`src/rtl/snake_pkg.sv`:
```
// -----------------------------------------------------------------------------
// snake_pkg
// Shared definitions for the snake game datapath: grid geometry defaults,
// body capacity, direction encodings and the body-controller state enum.
// Also used by the food generator and the renderer.
// -----------------------------------------------------------------------------
package snake_pkg;

    localparam int GRID_W   = 100;                  // grid columns
    localparam int GRID_H   = 75;                   // grid rows
    localparam int MAX_LEN  = 64;                   // body segment capacity
    localparam int POS_BITS = 13;                   // idx = y*GRID_W + x
    localparam int INIT_LEN = 3;                    // length after reset/restart
    localparam int LEN_BITS = $clog2(MAX_LEN) + 1;  // width of snake_length

    typedef enum logic [1:0] {
        DIR_UP    = 2'd0,
        DIR_RIGHT = 2'd1,
        DIR_DOWN  = 2'd2,
        DIR_LEFT  = 2'd3
    } dir_e;

    typedef enum logic [2:0] {
        ST_IDLE,
        ST_RUN,
        ST_CALC,
        ST_SCAN,
        ST_COMMIT,
        ST_DEAD
    } state_e;

    // Opposite directions differ only in the upper encoding bit.
    function automatic dir_e dir_reverse(input dir_e d);
        return dir_e'(d ^ 2'b10);
    endfunction

endpackage

```
`src/rtl/snake_next_head.sv`:
```
// -----------------------------------------------------------------------------
// snake_next_head
// Combinational next-head calculator: current head x,y plus direction give
// the next x,y, its linear cell index (y*GRID_W + x, constant multiply, no
// divider) and a wall-hit flag.
// Configuration: WRAP_WALLS_EN defined -> edges wrap to the opposite side and
// o_wall_hit is never raised. Undefined -> o_wall_hit flags an edge exit.
// Ports:
//   i_x, i_y    current head column / row
//   i_dir       direction (snake_pkg::dir_e encoding)
//   o_x, o_y    next head column / row (already wrapped)
//   o_idx       next head linear index
//   o_wall_hit  next head would leave the grid
// -----------------------------------------------------------------------------
module snake_next_head #(
    parameter int GRID_W   = 100,
    parameter int GRID_H   = 75,
    parameter int POS_BITS = 13
) (
    input  logic [$clog2(GRID_W)-1:0] i_x,
    input  logic [$clog2(GRID_H)-1:0] i_y,
    input  logic [1:0]                i_dir,
    output logic [$clog2(GRID_W)-1:0] o_x,
    output logic [$clog2(GRID_H)-1:0] o_y,
    output logic [POS_BITS-1:0]       o_idx,
    output logic                      o_wall_hit
);
    import snake_pkg::*;

    localparam int XW = $clog2(GRID_W);
    localparam int YW = $clog2(GRID_H);

`ifdef WRAP_WALLS_EN
    localparam bit WRAP_EN = 1'b1;
`else
    localparam bit WRAP_EN = 1'b0;
`endif

    logic w_wall;

    // The wrapped coordinate is always produced; without wrapping it is
    // simply never committed because the wall flag sends the FSM to DEAD.
    always_comb begin
        o_x    = i_x;
        o_y    = i_y;
        w_wall = 1'b0;
        case (i_dir)
            DIR_UP: begin
                if (i_y == '0) begin
                    w_wall = 1'b1;
                    o_y    = YW'(GRID_H - 1);
                end else begin
                    o_y = i_y - YW'(1);
                end
            end
            DIR_RIGHT: begin
                if (i_x == XW'(GRID_W - 1)) begin
                    w_wall = 1'b1;
                    o_x    = '0;
                end else begin
                    o_x = i_x + XW'(1);
                end
            end
            DIR_DOWN: begin
                if (i_y == YW'(GRID_H - 1)) begin
                    w_wall = 1'b1;
                    o_y    = '0;
                end else begin
                    o_y = i_y + YW'(1);
                end
            end
            default: begin
                if (i_x == '0) begin
                    w_wall = 1'b1;
                    o_x    = XW'(GRID_W - 1);
                end else begin
                    o_x = i_x - XW'(1);
                end
            end
        endcase
        o_idx = POS_BITS'(o_y) * POS_BITS'(GRID_W) + POS_BITS'(o_x);
    end

    assign o_wall_hit = w_wall && !WRAP_EN;

endmodule

```
`src/rtl/snake_body_ctrl.sv`:
```
// -----------------------------------------------------------------------------
// snake_body_ctrl
// Owns the snake: direction latch, head motion, body shift register, length
// counter and wall/self collision detection. A move is CALC (next head),
// SCAN (one body segment per cycle) and COMMIT (shift body in).
// Configuration: WRAP_WALLS_EN (see snake_next_head) selects wrapping edges
// instead of wall death.
// Ports:
//   clk, rstn         clock, asynchronous active-low reset
//   move_tick         1-cycle pulse, advance one cell (only honoured in RUN)
//   dir_req           requested direction, sampled on an accepted tick
//   start             1-cycle pulse: IDLE->RUN, DEAD->restart
//   food_pos          current food cell index
//   snake_body_flat   segment i at [i*POS_BITS +: POS_BITS], 0 = head
//   snake_length      number of valid segments
//   food_eaten        1-cycle pulse after a growing commit
//   game_over         high while DEAD
//   busy              high during CALC/SCAN/COMMIT
// -----------------------------------------------------------------------------
module snake_body_ctrl #(
    parameter int GRID_W   = snake_pkg::GRID_W,
    parameter int GRID_H   = snake_pkg::GRID_H,
    parameter int MAX_LEN  = snake_pkg::MAX_LEN,
    parameter int POS_BITS = snake_pkg::POS_BITS,
    parameter int INIT_LEN = snake_pkg::INIT_LEN
) (
    input  logic                        clk,
    input  logic                        rstn,
    input  logic                        move_tick,
    input  logic [1:0]                  dir_req,
    input  logic                        start,
    input  logic [POS_BITS-1:0]         food_pos,
    output logic [POS_BITS*MAX_LEN-1:0] snake_body_flat,
    output logic [$clog2(MAX_LEN):0]    snake_length,
    output logic                        food_eaten,
    output logic                        game_over,
    output logic                        busy
);
    import snake_pkg::*;

    localparam int XW       = $clog2(GRID_W);
    localparam int YW       = $clog2(GRID_H);
    localparam int LEN_W    = $clog2(MAX_LEN) + 1;
    localparam int SCAN_W   = $clog2(MAX_LEN);
    localparam int HEAD_X   = GRID_W / 2;
    localparam int HEAD_Y   = GRID_H / 2;
    localparam int HEAD_IDX = HEAD_Y * GRID_W + HEAD_X;

    state_e              r_state, w_state_nxt;
    dir_e                r_dir;
    logic [XW-1:0]       r_x, r_next_x, w_nx;
    logic [YW-1:0]       r_y, r_next_y, w_ny;
    logic [POS_BITS-1:0] r_next_idx, w_nidx;
    logic                r_grow;
    logic                w_wall;
    logic [POS_BITS-1:0] r_seg [MAX_LEN];
    logic [LEN_W-1:0]    r_len;
    logic [SCAN_W-1:0]   r_scan;
    logic                r_food_eaten;
    logic                w_scan_last;
    logic                w_scan_hit;

    snake_next_head #(
        .GRID_W   (GRID_W),
        .GRID_H   (GRID_H),
        .POS_BITS (POS_BITS)
    ) u_next_head (
        .i_x        (r_x),
        .i_y        (r_y),
        .i_dir      (r_dir),
        .o_x        (w_nx),
        .o_y        (w_ny),
        .o_idx      (w_nidx),
        .o_wall_hit (w_wall)
    );

    // The tail vacates on a non-growing move, so it cannot be hit then.
    assign w_scan_last = (LEN_W'(r_scan) == r_len - LEN_W'(1));
    assign w_scan_hit  = (r_seg[r_scan] == r_next_idx) && (r_grow || !w_scan_last);

    always_ff @(posedge clk or negedge rstn) begin
        if (!rstn) r_state <= ST_IDLE;
        else       r_state <= w_state_nxt;
    end

    always_comb begin
        w_state_nxt = r_state;
        case (r_state)
            ST_IDLE:   if (start)     w_state_nxt = ST_RUN;
            ST_RUN:    if (move_tick) w_state_nxt = ST_CALC;
            ST_CALC:   w_state_nxt = w_wall ? ST_DEAD : ST_SCAN;
            ST_SCAN: begin
                if (w_scan_hit)       w_state_nxt = ST_DEAD;
                else if (w_scan_last) w_state_nxt = ST_COMMIT;
            end
            ST_COMMIT: w_state_nxt = ST_RUN;
            ST_DEAD:   if (start)     w_state_nxt = ST_RUN;
            default:   w_state_nxt = ST_IDLE;
        endcase
    end

    always_comb begin
        busy      = (r_state == ST_CALC) || (r_state == ST_SCAN) || (r_state == ST_COMMIT);
        game_over = (r_state == ST_DEAD);
    end

    always_ff @(posedge clk or negedge rstn) begin
        if (!rstn) begin
            r_dir        <= DIR_RIGHT;
            r_x          <= XW'(HEAD_X);
            r_y          <= YW'(HEAD_Y);
            r_len        <= LEN_W'(INIT_LEN);
            r_next_x     <= '0;
            r_next_y     <= '0;
            r_next_idx   <= '0;
            r_grow       <= 1'b0;
            r_scan       <= '0;
            r_food_eaten <= 1'b0;
            for (int unsigned i = 0; i < MAX_LEN; i++)
                r_seg[i] <= (i < INIT_LEN) ? POS_BITS'(HEAD_IDX - i) : '0;
        end else begin
            r_food_eaten <= 1'b0;
            case (r_state)
                ST_RUN: begin
                    if (move_tick && (dir_e'(dir_req) != dir_reverse(r_dir)))
                        r_dir <= dir_e'(dir_req);
                end
                ST_CALC: begin
                    r_next_x   <= w_nx;
                    r_next_y   <= w_ny;
                    r_next_idx <= w_nidx;
                    r_grow     <= (w_nidx == food_pos);
                    r_scan     <= '0;
                end
                ST_SCAN: r_scan <= r_scan + SCAN_W'(1);
                ST_COMMIT: begin
                    for (int unsigned i = 1; i < MAX_LEN; i++)
                        r_seg[i] <= r_seg[i-1];
                    r_seg[0]     <= r_next_idx;
                    r_x          <= r_next_x;
                    r_y          <= r_next_y;
                    // At capacity the length saturates and the tail drops off.
                    if (r_grow && (r_len < LEN_W'(MAX_LEN)))
                        r_len <= r_len + LEN_W'(1);
                    r_food_eaten <= r_grow;
                end
                ST_DEAD: begin
                    if (start) begin
                        r_dir <= DIR_RIGHT;
                        r_x   <= XW'(HEAD_X);
                        r_y   <= YW'(HEAD_Y);
                        r_len <= LEN_W'(INIT_LEN);
                        for (int unsigned i = 0; i < MAX_LEN; i++)
                            r_seg[i] <= (i < INIT_LEN) ? POS_BITS'(HEAD_IDX - i) : '0;
                    end
                end
                default: ;
            endcase
        end
    end

    always_comb begin
        snake_body_flat = '0;
        for (int unsigned i = 0; i < MAX_LEN; i++)
            snake_body_flat[i*POS_BITS +: POS_BITS] = r_seg[i];
    end

    assign snake_length = r_len;
    assign food_eaten   = r_food_eaten;

endmodule

```
`config.mk`:
```
export PLATFORM = sky130hd
export DESIGN_NAME = snake_body_ctrl
export DESIGN_NICKNAME = d
export VERILOG_FILES = /design/src/rtl/snake_pkg.sv /design/src/rtl/snake_next_head.sv /design/src/rtl/snake_body_ctrl.sv
export SDC_FILE = /design/constraint.sdc
export NUM_CORES = 1
export LEC_CHECK = 0
export CAP_MARGIN = 20
export CORE_MARGIN = 1
export CORE_UTILIZATION = 30
export CTS_CLUSTER_DIAMETER = 120
export DETAILED_ROUTE_END_ITERATION = 16
export SLEW_MARGIN = 20
export SYNTH_ARGS = -nofsm -noshare
export SYNTH_HDL_FRONTEND = slang
export SYNTH_SLANG_ARGS = --single-unit
```
`constraint.sdc`:
```
create_clock -name clk -period 4.7 [get_ports clk]
set_input_delay 0.94 -clock clk [delete_from_list [all_inputs] [get_ports clk]]
set_output_delay 0.94 -clock clk [all_outputs]
set_load 0.05 [all_outputs]
```
# [Yosys cells after proc, flatten, opt, wreduce, memory -nomap -nowiden]
# Index checks and enable logic that the tools add are counted.
[word_totals] reg_bits=893 in_bits=19 output_inout_bits=842
[op_classes] add_sub_neg=8 mul=1 magnitude_cmp=2 eq_ne=19 muxes=34 bitwise=2 reduce_logical=20
[op_table] op="832-bit one-hot mux with 2 select lines" count=1
[op_table] op="832-bit 2-to-1 mux" count=1
[op_table] op="13-bit binary-select mux with 6-bit select" count=1
[op_table] op="7-bit one-hot mux with 2 select lines" count=5
[op_table] op="7-bit 2-to-1 mux" count=8
[op_table] op="13-bit equality test" count=2
[op_table] op="13-bit 2-to-1 mux" count=2
[op_table] op="7-bit by 1-bit adder with 7-bit output (second input constant)" count=3
[op_table] op="7-bit by 1-bit subtractor with 7-bit output (second input constant)" count=3
[op_table] op="3-bit 2-to-1 mux" count=5
[op_table] op="3-bit one-hot mux with 5 select lines" count=1
[op_table] op="7-bit equality test (second input constant)" count=2
[op_table] op="7-bit zero test" count=2
[op_table] op="13-bit by 7-bit adder with 13-bit output" count=1
[op_table] op="6-bit one-hot mux with 2 select lines" count=1
[op_table] op="7-bit by 5-bit multiplier with 11-bit output (second input constant)" count=1
[op_table] op="3-bit AND reduction" count=3
[op_table] op="6-bit by 7-bit equality test with 1-bit output" count=1
[op_table] op="7-bit >= comparator (second input constant)" count=1
[op_table] op="7-bit less-than comparator (second input constant)" count=1
[op_table] op="6-bit inverter with 7-bit output" count=1
[op_table] op="6-bit by 1-bit adder with 6-bit output (second input constant)" count=1
[op_table] op="3-bit by 2-bit equality test with 1-bit output (second input constant)" count=2
[op_table] op="3-bit equality test (second input constant)" count=2
[op_table] op="other kinds (20)" count=35

# [Longest topological paths before layout]
[depth] ltp_word=8 depth_mapped=23 mapped_depth_nobuf=23

# [Cells and area by module]
# From an unflattened synthesis, not the netlist that was laid out.
[hier_totals] hier_cells=2856 area_unflattened_um2=40159.8
[modules_own_cells] module="snake_body_ctrl" instances=1 cells_each=2641 area_each_um2=38580.8 seq_area_each_um2=22382.7
[modules_own_cells] module="snake_next_head" instances=1 cells_each=215 area_each_um2=1579.0 seq_area_each_um2=0.0

# [Worst setup path after synthesis]
# No wires, ideal clock.
[synth_timing] path_type="reg-to-reg" from="register r_y[0]" to="register r_grow" setup_time_ps=83 t_arrival_ps=4647 required_time_ps=4617 setup_slack_ps=-30 path_stages_with_launch=22 path_buffers=0 period_less_slack_ps=4730 cell_sequence="dfstp_2 -> inv_1 -> ha_1 -> and3_1 -> a211o_1 -> o22ai_1 -> nor2_1 -> a21oi_1 -> ha_1 -> ha_1 -> inv_1 -> fa_1 -> inv_1 -> ha_1 -> a21oi_1 -> o21bai_1 -> a21oi_1 -> xnor2_1 -> xnor2_1 -> or3_1 -> a2111o_1 -> o21ai_0"
[synth_between] elab_chain_len=6 elab_cells_between_ends=10
[synth_lines] element="start: declaration" line="snake_body_ctrl.sv:52" source="logic [YW-1:0] r_y, r_next_y, w_ny;"
[synth_lines] element="start signal: assignment" line="snake_body_ctrl.sv:111" source="r_y <= YW'(HEAD_Y);"
[synth_lines] element="start signal: assignment" line="snake_body_ctrl.sv:141" source="r_y <= r_next_y;"
[synth_lines] element="start signal: assignment" line="snake_body_ctrl.sv:151" source="r_y <= YW'(HEAD_Y);"
[synth_lines] element="7-bit by 1-bit adder with 7-bit output (tied with other cells)" line="snake_next_head.sv:69" source="o_y = i_y + YW'(1);"
[synth_lines] element="7-bit 2-to-1 mux (on tied branches)" line="snake_next_head.sv:65, snake_next_head.sv:49"
[synth_lines] element="7-bit one-hot mux with 2 select lines *" line="snake_next_head.sv:47" source="case (i_dir)"
[synth_lines] element="named net u_next_head.o_y[2]" line="snake_next_head.sv:24" source="output logic [$clog2(GRID_H)-1:0] o_y,"
[synth_lines] element="7-bit by 5-bit multiplier with 11-bit output *" line="snake_next_head.sv:81" source="o_idx = POS_BITS'(o_y) * POS_BITS'(GRID_W) + POS_BITS'(o_x);"
[synth_lines] element="13-bit by 7-bit adder with 13-bit output *" line="snake_next_head.sv:81"
[synth_lines] element="13-bit equality test *" line="snake_body_ctrl.sv:132" source="r_grow <= (w_nidx == food_pos);"
[synth_lines] element="end signal: assignment" line="snake_body_ctrl.sv:132"
[synth_lines] element="end: declaration" line="snake_body_ctrl.sv:54" source="logic r_grow;"
# Mark *: on every way through the listed nets, which the timed path passes. The rest lies on a longest branch.
# A chain may end at the register's enable or synchronous reset.

# [Worst setup path in the final report]
# Ends and elaborated chain as after synthesis.

==> key figures <==
Detailed routing
  • Met3 routed WL: 14400 um
  • Initial drt markers: 3138
  • Wl on met1: 72400 um
  • Vias post-DR: 32.7k
  • Residual DRC count: 0
  • Drt via density: 5.78
  • Final WL: 180000 um
  • Final ANT Viol Nets: 0
  • Pre-antenna DRT Iters: 5
  • Highest routed layer: met5
  • DR WL/cell: 31.9 um
  • Met2 wire len: 87300 um

Clocking
  • TritonCTS Sinks: 889
  • Clock Latency Late Sink: 740 ps
  • TritonCTS clock tree: done
  • Clock root cell: clkbuf_16
  • H-tree Lvls: 3
  • Num CTS Buffers: 100
  • Clock transition at the registers of the reported paths: 60 ps
  • Post-CTS Hold Buffers: 0
  • Clock Tree Buf Depth: 3

Timing
  • Endpoints failing hold: 0
  • Fmax: 0.213 GHz
  • Final Setup Violations: 0
  • RSZ-0062 raised after global routing: true
  • Crit share post-route: 99.9%
  • Worst slew pin tran: 1040 ps
  • Final min period: 4700 ps
  • Max-slew headroom: 30.7%
  • Min Hold Slack: 260 ps
  • Final Max Slew Viols: 0
  • Max Clock Skew: 52.1 ps

Final layout
  • Nets: 3859
  • Layout fillers: 12.5k
  • Layout Cells excl Fill: 5652
  • Synth-to-layout area growth: 36.5%
  • Share of cells above drive strength 1: 15.2%
  • Register area: 0.0223 mm^2
  • Footprint of the multi-input gates: 0.0168 mm^2

Outcome
  • Status: completed

Synth
  • Synth unique cells: 80
  • Top cells by area, synth: dfrtp_1, a22o_1, mux4_2, clkbuf_1, mux2i_1
  • Post-synth top area cell: dfrtp_1
  • Register area share after synthesis: 55.3%
  • Gate count of the mapped netlist: 2973
  • Synth top area share: 53.5%
  • Commonest cells post-synth: dfrtp_1, a22o_1, clkbuf_1
  • Main combinational cell family by area after synthesis: compound AO/OA/AOI/OAI gates
  • Mapped Area: 0.0403 mm^2
  • Yosys reg bits: 889
  • Synth warnings: 0
  • Post-synth EDFFs: 0
  • Async SR Flop Fraction: 100%
  • Post-synthesis mux area share: 12.5%
  • Main synth FF type: dfrtp_1
  • Post-Synth Adder-Cell Area: 1.30%
  • Compound-Gate Fraction of Synth Area: 22.9%
  • Synth Area in Simple Gates: 3.21%
  • Mean Syn Cell Area: 13.5 um^2
  • Xor/xnor share of the synthesized area: 1.11%
  • Most frequent cell after synthesis: dfrtp_1
  • Synth Net Count: 3032

Global routing
  • First-pass GRT wire length: 252000 um
  • Largest net degree at the start of global routing: 190
  • Antenna violations before repair: 4
  • Grt ovf: 0
  • GRT Overall Usage: 25.8%
  • Number of global-route vias before repair: 31.3k

Power
  • Leak: 23.7 nW
  • Clock Power Share: 26.9%
  • PD cells: 551 mW/mm^2
  • Logic pwr share: 43.3%
  • Sequential Power Share: 29.9%
  • Switching Fraction: 40.4%
  • Net Switching: 12.2 mW
  • Pint: 18.0 mW
  • Peak VDD IR: 0.000849 V

Placed design
  • Gpl congestion: 0.865
  • PortBufs: 860
  • HPWL Detailed: 132000 um
  • Dpl cells: 5458

Worst hold path
  • Hold WC Path Type: input pin to asynchronous set/reset pin

Critical path
  • Crit path launch type: flip-flop
  • CP Cell Sequence: inv_4 -> ha_4 -> and3_4 -> a211o_1 -> o22ai_2 -> nor2_2 -> a21oi_2 -> ha_1 -> ha_1 -> inv_2 -> fa_1 -> inv_2 -> ha_4 -> a21oi_1 -> o21bai_1 -> xor2_1 -> nand3_2 -> xnor2_2 -> xnor2_1 -> a2111o_1 -> o21ai_1
  • Critical Path Max Stage Delay: 560 ps
  • Worst r2r path cells: 21
  • CP required: 5360 ps
  • Critical R2R Capture: r_grow
  • R2r startpoint: r_y[0]
  • Critical Path Slowest Stage Cell: dfstp_2
  • Internal reg-to-reg setup slack: 4 ps
  • Kind of critical path: flip-flop to flip-flop
  • Crit. End Element: flip-flop
  • Crit path DAT: 5360 ps
  • Crit Path Max Fanout: 3

Die
  • Effective utilization at floorplan: 30.2%
  • I/O pin cnt: 861
  • Die Y-Extent: 368 um
  • Core box area: 0.133 mm^2
  • Die area: 0.136 mm^2
  • FP Rows: 134
  • Die width: 368 um

Flow run
  • MaxCap Viol Count: 0
sequential cells by signal, indices dropped and copies added (netlist names):
name	count
r_state	3
food_eaten	1
r_next_y	7
r_scan	6
r_dir	2
snake_length	7
snake_body_flat	830
r_y	7
r_next_x	7
r_grow	1
r_next_idx	11
r_x	7
per-layer routing:
layer  GRT usage (%)  up-vias
met5               0        -
met4            8.00        2
met3            6.87      242
met2            42.3     1507
met1            33.2    17400
li1                -    13500
layout make-up:
| cell class | count | area share [%] |
|---|---|---|
| Tap cell | 1768 | 4.02 |
| Clock inverter | 42 | 0.997 |
| Antenna cell | 3 | 0.0137 |
| Clock buffer | 141 | 5.20 |
| Multi-Input combinational cell | 1761 | 30.5 |
| Sequential cell | 889 | 40.5 |
| Inverter | 36 | 0.250 |
| Timing Repair Buffer | 1012 | 18.4 |
per-stage QoR:
step           utilization, %  cell area, um^2  setup WS [ps]  power (mW)  setup TNS (ps)
6_report                 41.3            55000           3.91        30.3               0
5_1_grt                  41.2            55000           -182        31.8            -312
4_1_cts                  41.1            54800           6.60        29.9               0
3_5_place_dp             38.5            51300           -155        21.3            -155
3_3_place_gp             38.5            51300           -177        21.3            -177
2_1_floorplan               -            40300           42.1        16.5               0
critical path: cells and delay by family (launching register included):
family                   cells  cell delay (ps)
adder cells (fa/ha/maj)      5             1520
AO/OA/AOI/OAI                7             1370
flip-flops                   1              560
buffers and inverters        3              140
XOR/XNOR                     3              660
AND/OR/NAND/NOR              3              360
worst max path at each step:
stage | startpoint | endpoint | slack (ps)
final | r_y[0] | r_grow | 4
after floorplan | r_y[0] | r_grow | 40
after CTS | r_y[0] | r_grow | 7
after detailed placement | r_y[0] | r_grow | -150
after global placement | r_y[0] | r_grow | -180
after global routing | r_y[0] | r_grow | -180
power groups by stage:
stage          registers, mW  clock network [mW]  logic [mW]
4_1_cts                 9.04                8.29        12.5
3_3_place_gp            9.16                   0        12.1
5_1_grt                 9.10                8.60        14.1
3_5_place_dp            9.18                   0        12.1
6_report                9.05                8.13        13.1
2_1_floorplan           9.56                   0        6.95
what timing repair did:
item | 4_1_cts | 5_1_grt
cloned | 0 | 0
setup endpoints to repair | 1 | 2
gates resized for setup | 9 | 28
setup buffers | 4 | 4
pin swaps | 8 | 26
cells by family after synthesis:
logic type	Yosys count
xor gates and xnor gates	51
and+or+nand+nor	268
muxes	285
AOI/OAI and AO/OA	1117
DFF	889
adders and majority gates	40
buffers and inverters	323
placed cells by master, fill, tap and decap left out, types with 10 or more instances in the layout:
master           synthesis  routed
a22o_1                 828     828
clkdlybuf4s50_1          0     859
nor2b_1                 14      10
clkbuf_8                 0      20
a31oi_1                 11      11
o221ai_1                10      10
buf_12                   2      30
dfrtp_1                861     856
buf_4                   11     121
o21ai_0                 54      52
mux4_2                 158     158
a221oi_1                11      11
nand2_1                 99      98
clkbuf_16                0     100
nor2_1                  48      45
mux4_1                  10      10
clkinv_2                 0      13
nor3_1                  23      22
mux2i_1                 84      84
clkbuf_1               226      21
mux2_2                  33      33
inv_1                   34      31
nand2b_1                11      11
a21oi_1                 60      55
a22oi_1                 44      44
o22ai_1                 14      13
xor2_1                  21      21
nand3_1                 21      19
xnor2_1                 30      26
o22a_1                  23      23
ha_1                    37      33
dfstp_2                 28      28
(Power assumes the default switching activity.)
